`src/rtl/sdes_round_scheduler.sv`:
```
// Shares one external combinational SDES fk unit between two requesters.
// Each accepted block runs IP, fk(ka), SW, fk(kb), IP^-1 and leaves on a valid/ready port.
module sdes_round_scheduler #(
   parameter bit FIXED_PRIO = 1'b0
) (
   input  logic       clk_i,
   input  logic       rst_ni,
   input  logic [7:0] key1_i,
   input  logic [7:0] key2_i,
   input  logic       req0_i,
   input  logic       req1_i,
   input  logic [7:0] data0_i,
   input  logic [7:0] data1_i,
   input  logic       decrypt0_i,
   input  logic       decrypt1_i,
   output logic       gnt0_o,
   output logic       gnt1_o,
   output logic [7:0] fk_in_o,
   output logic [7:0] fk_key_o,
   input  logic [7:0] fk_out_i,
   output logic       res_valid_o,
   output logic [7:0] res_data_o,
   output logic       res_id_o,
   input  logic       res_ready_i,
   output logic       busy_o
);

   typedef enum logic [1:0] {StIdle, StR1, StR2, StOut} state_e;

   state_e     state_q, state_d;
   logic [7:0] blk_q, blk_d;
   logic [7:0] ka_q, ka_d;
   logic [7:0] kb_q, kb_d;
   logic       id_q, id_d;
   logic       last_q, last_d;
   logic       gnt0_q, gnt0_d;
   logic       gnt1_q, gnt1_d;
   logic       res_valid_q, res_valid_d;
   logic [7:0] res_data_q, res_data_d;
   logic       res_id_q, res_id_d;

   logic       pick;
   logic [7:0] pick_data;
   logic       pick_dec;

   // SDES position 1 is bit 7.
   function automatic logic [7:0] ip(input logic [7:0] v);
      return {v[6], v[2], v[5], v[7], v[4], v[0], v[3], v[1]};
   endfunction

   function automatic logic [7:0] ip_inv(input logic [7:0] v);
      return {v[4], v[7], v[5], v[3], v[1], v[6], v[0], v[2]};
   endfunction

   always_comb begin
      state_d     = state_q;
      blk_d       = blk_q;
      ka_d        = ka_q;
      kb_d        = kb_q;
      id_d        = id_q;
      last_d      = last_q;
      gnt0_d      = 1'b0;
      gnt1_d      = 1'b0;
      res_valid_d = res_valid_q;
      res_data_d  = res_data_q;
      res_id_d    = res_id_q;
      fk_in_o     = 8'h00;
      fk_key_o    = 8'h00;
      pick        = 1'b0;
      pick_data   = 8'h00;
      pick_dec    = 1'b0;
      case (state_q)
         StIdle: begin
            if (req0_i || req1_i) begin
               // On a tie the channel that did not win last time goes next.
               if (req0_i && req1_i) begin
                  pick = FIXED_PRIO ? 1'b0 : ~last_q;
               end else begin
                  pick = req1_i;
               end
               pick_data = pick ? data1_i : data0_i;
               pick_dec  = pick ? decrypt1_i : decrypt0_i;
               blk_d     = ip(pick_data);
               ka_d      = pick_dec ? key2_i : key1_i;
               kb_d      = pick_dec ? key1_i : key2_i;
               id_d      = pick;
               last_d    = pick;
               gnt0_d    = ~pick;
               gnt1_d    = pick;
               state_d   = StR1;
            end
         end
         StR1: begin
            fk_in_o  = blk_q;
            fk_key_o = ka_q;
            blk_d    = {fk_out_i[3:0], fk_out_i[7:4]};
            state_d  = StR2;
         end
         StR2: begin
            fk_in_o     = blk_q;
            fk_key_o    = kb_q;
            res_data_d  = ip_inv(fk_out_i);
            res_id_d    = id_q;
            res_valid_d = 1'b1;
            state_d     = StOut;
         end
         StOut: begin
            if (res_ready_i) begin
               res_valid_d = 1'b0;
               state_d     = StIdle;
            end
         end
         default: state_d = StIdle;
      endcase
   end

   always_ff @(posedge clk_i or negedge rst_ni) begin
      if (!rst_ni) begin
         state_q     <= StIdle;
         blk_q       <= 8'h00;
         ka_q        <= 8'h00;
         kb_q        <= 8'h00;
         id_q        <= 1'b0;
         last_q      <= 1'b1;
         gnt0_q      <= 1'b0;
         gnt1_q      <= 1'b0;
         res_valid_q <= 1'b0;
         res_data_q  <= 8'h00;
         res_id_q    <= 1'b0;
      end else begin
         state_q     <= state_d;
         blk_q       <= blk_d;
         ka_q        <= ka_d;
         kb_q        <= kb_d;
         id_q        <= id_d;
         last_q      <= last_d;
         gnt0_q      <= gnt0_d;
         gnt1_q      <= gnt1_d;
         res_valid_q <= res_valid_d;
         res_data_q  <= res_data_d;
         res_id_q    <= res_id_d;
      end
   end

   assign gnt0_o      = gnt0_q;
   assign gnt1_o      = gnt1_q;
   assign res_valid_o = res_valid_q;
   assign res_data_o  = res_data_q;
   assign res_id_o    = res_id_q;
   assign busy_o      = (state_q != StIdle);

endmodule
```
`config.mk`:
```
export PLATFORM = sky130hd
export DESIGN_NAME = sdes_round_scheduler
export DESIGN_NICKNAME = d
export VERILOG_FILES = /design/src/rtl/sdes_round_scheduler.sv
export SDC_FILE = /design/constraint.sdc
export NUM_CORES = 1
export LEC_CHECK = 0
export CORE_ASPECT_RATIO = 0.7
export CORE_UTILIZATION = 51
export CTS_CLUSTER_DIAMETER = 150
export DETAILED_ROUTE_END_ITERATION = 16
export PLACE_DENSITY = 0.83
export SKIP_LAST_GASP = 1
export SLEW_MARGIN = 10
export SYNTH_ARGS = -nofsm -noshare
export SYNTH_HDL_FRONTEND = slang
export SYNTH_SLANG_ARGS = --single-unit
```
`constraint.sdc`:
```
create_clock -name clk_i -period 3.6 [get_ports clk_i]
set_clock_uncertainty 0.1 [all_clocks]
set_input_delay 0.54 -clock clk_i [delete_from_list [all_inputs] [get_ports clk_i]]
set_output_delay 0.54 -clock clk_i [all_outputs]
set_load 0.1 [all_outputs]
```
* Yosys cells after proc, flatten, opt, wreduce, memory -nomap -nowiden *
Cells that the tools add are included.

cells by class
  $mul = 0
  muxes and demuxes = 20
  equality and inequality tests = 5
  bitwise operators = 2
  magnitude comparators = 0
  div/mod/pow operators = 0
  reduce and logical (&&, ||, !) cells = 11
  shift-type cells = 0
  add/sub/neg operators = 0

operators by type and width
  cell                count
  $mux 8              5
  $pmux 8 s2          2
  $mux 1              9
  $pmux 2 s4          1
  $reduce_and 2->1    4
  $reduce_bool 2->1   3
  $eq 2x2->1 const B  2
  $mux 2              2
  $ne 2x2->1 const B  2
  $eq 2x1->1 const B  1
  $logic_not 2->1     1
  $not 1->1           2
  $pmux 1 s2          1
  $reduce_or 2->1     1
  $logic_and 1x1->1   1
  $logic_or 1x1->1    1

word-level totals
  output and inout bits = 29
  bits in writable memories = 0
  memories = 0
  register bits after elaboration = 40
  latch bits = 0
  ROM bits = 0

* Longest topological paths before layout *
  word-level depth = 7
  depth in mapped cells = 6
  depth with buffers taken out = 5

* Least setup slack after synthesis *
Ideal clock, no wire load.

  kind = register to output
  from = register state_q[0]
  to = output fk_key_o[0]
  cell stages (with the launch flop) = 6
  data arrival time = 2459 ps
  data required time = 2960 ps
  slack = 501 ps
  cell sequence = dfrtp_1 > inv_1 > ha_1 > clkbuf_1 > a22oi_1 > nor2b_1

on the way
  longest elaborated chain between the ends = 2
  elaborated cells on any way between the ends = 3
  those cells by class = eq/ne: 2; mux: 1

ends and longest elaborated chain
  what                                      line  RTL
  start, declared                           30    state_e state_q, state_d;
  start signal, assigned                    119   state_q <= StIdle;
  start signal, assigned                    131   state_q <= state_d;
  $eq 2x2->1 or $eq 2x1->1 (tied branches)  72    case (state_q)
  $pmux 8 s2 *                              72
  end, declared                             19    output logic [7:0] fk_key_o,

Mark *: on every way between the ends. The rest lies on a longest branch, timed or not.

* Final worst setup path *
  from = register state_q[1]
  to = output fk_key_o[0]

Same word-level chain as after synthesis.

==> results.toml <==
[placed_design]
routabilityCongestion = 0.752
dp_hpwl_microns = 4180
dp_slack_ns = 0.900
numPortBuffers = 75
dp_cells = 371

[sta]
fin_setup_tns_ns = 0
worst_pin_slew_ns = 1.06
setup_viol = 0
report.final.slew_viol_count = 0
post-route-min-period_ns = 2.70
hold_ws_ns = 0.275
finalHoldViolCount = 0
fin_crit_sh = 0.749
layout_setup_ws_ns = 0.905
slew_headroom = 0.288
max_freq_mhz = 371
rsz0062_at_grt = "no"

[yosys]
synth_cell_types = 29
syn-instance-count = 261
synth_warnings = 0
avgSynthCellArea_sq_um = 9.55
yosysSeqAreaShare = 0.402
ys_ff_latch = 40
syn_area_sq_mm = 0.00249
syn-num-nets = 315

[setup_path]
cp_max_fo = 17
slowest_stage = "ha_1"
critPathArrivalTime_ns = 2.06
path_buf_inv = 2
crit_chain = "inv_1 > ha_1 > nor2b_1 > buf_4"
path_depth = 4
critical_path_required_ns = 2.96
critical_path_class = "register to output pin"
r2r_slack_ns = 1.33
path_delay_family = "adder cells"
max_stage_delay_ns = 0.64
r2r-start = "state_q[1]$_DFFE_PN0P_"
r2r_cells = 5
timing.rr.end = "blk_q[6]$_DFFE_PN0P_"
cp-end-kind = "output pin"
cp-start-kind = "register"

[final_layout]
final_common_cell = "clkdlybuf4s50_1"
nets = 377
diodes = 0
fill_cells = 341
area_growth_pct = 31.5
layout.cells.non_filler = 379
drive_gt1_frac = 0.123
final_cell_mix = "57 x clkdlybuf4s50_1, 48 x nor2b_1, 39 x dfrtp_1"

[route]
drc = 0
route.met3.wl_microns = 317
routed.top_layer = "met4"
routed_via_density = 5.86
route.met2.wl_microns = 2700
vias = 2222
wl_met1_microns = 3010
drtIter0Drc = 129
dr.pass1.iters = 5
post_drt_wl_per_cell_microns = 16.1
routed_wl_microns = 6090
ant_nets = 0

[clocking]
cts_root_buffer = "clkbuf_8"
path_clk_slew_ns = 0.08
post_cts_resized = 0
postCtsSetupBuffers = 0
clk-insertion-delay-late_ns = 0.29
cts_hold_buf = 0
cts_sinks = 40
cts_tree = "done"
cts_buffers = 5
cts.path.max_buffers = 2
htreeDepth = 2

[grt]
grt_overflow = 0
grt_pass1_vias = 1985
grt_pass1_wl_microns = 9780
grt_start_max_net_pins = 41
grt_usage = 0.248
antenna_found_initial = 0

[job]
maxCapViolations = 0

[floorplanning]
fp.dieW_microns = 85.6
core_area_sq_mm = 0.00450
dieArea_sq_mm = 0.00518
initial_utilization = 0.554
num_rows = 20
fp.dieH_microns = 60.5
io-pin-count = 76

[outcome]
outcome = "finished clean"

[min_path]
hp-class = "input port to asynchronous set/reset pin"
[sequential cells by signal (all words and copies together) (netlist names), 2 cells and up]
signal / cells
blk_q: 8
ka_q: 8
kb_q: 8
res_data_o: 8
state_q: 2
[cells by family (layout without fill, tap and decap cells)]
kind of cell,Yosys count,in the layout,share of synthesized area
buf+inv,26,89,0.0502
mux,11,11,0.0492
fa+ha+maj,7,7,0.0351
compound gates,89,89,0.262
flops,40,40,0.402
simple gates,88,88,0.201
[final cells by class]
cell class                      instances  area, sq um  area share
Multi-Input combinational cell        195         1370       0.418
Timing Repair Buffer                   76          711       0.217
Inverter                                5         18.8     0.00573
Sequential cell                        40         1000       0.306
Clock buffer                            6         72.6      0.0221
Tap cell                               55         68.8      0.0210
Clock inverter                          2         35.0      0.0107
[Yosys cell counts]
library cell / n / area share
a21bo_1: 1 / 0.0040
ha_1: 7 / 0.035
nor3b_2: 1 / 0.0050
a22oi_1: 8 / 0.024
buf_1: 1 / 0.0015
or2_1: 1 / 0.0025
clkbuf_1: 10 / 0.015
o21ai_1: 1 / 0.0020
nand2_1: 18 / 0.027
and2_1: 16 / 0.040
o21ai_0: 8 / 0.016
a211oi_1: 32 / 0.096
nor2_1: 4 / 0.0060
nor2b_1: 48 / 0.12
o31ai_1: 24 / 0.072
a21boi_2: 1 / 0.0045
mux2i_1: 1 / 0.0040
dfrtp_1: 39 / 0.39
dfstp_2: 1 / 0.011
inv_1: 5 / 0.0075
buf_4: 1 / 0.0030
a21oi_1: 3 / 0.0060
a21o_1: 1 / 0.0030
buf_2: 7 / 0.014
a31oi_1: 1 / 0.0025
buf_6: 2 / 0.0090
o2bb2ai_1: 1 / 0.0035
a221oi_1: 8 / 0.028
mux2_2: 10 / 0.045
[worst max-delay path by stage]
stage,start,to,slack [ns]
final,state_q[1]$_DFFE_PN0P_,fk_key_o[0],0.90
after global routing,state_q[0]$_DFFE_PN0P_,fk_key_o[0],0.75
after CTS,state_q[0]$_DFFE_PN0P_,fk_key_o[0],0.88
after detailed placement,req1_i,blk_q[0]$_DFFE_PN0P_,0.90
after global placement,req1_i,blk_q[1]$_DFFE_PN0P_,0.97
after floorplan,state_q[0]$_DFFE_PN0P_,fk_key_o[0],0.50
[routing by layer]
metal  GRT usage  vias up
met5           0        -
met4      0.0667        0
met3      0.0585        6
met2       0.376       65
met1       0.361     1071
li1            -     1080
[per-stage QoR]
stage          instance area, sq um   util
2_1_floorplan                  2490      -
3_3_place_gp                   3170  0.704
3_5_place_dp                   3170  0.704
4_1_cts                        3280  0.728
5_1_grt                        3280  0.728
6_report                       3280  0.728
Power is not shown: default switching activity piles up to over one toggle a cycle in this logic, so the estimate is an artifact.
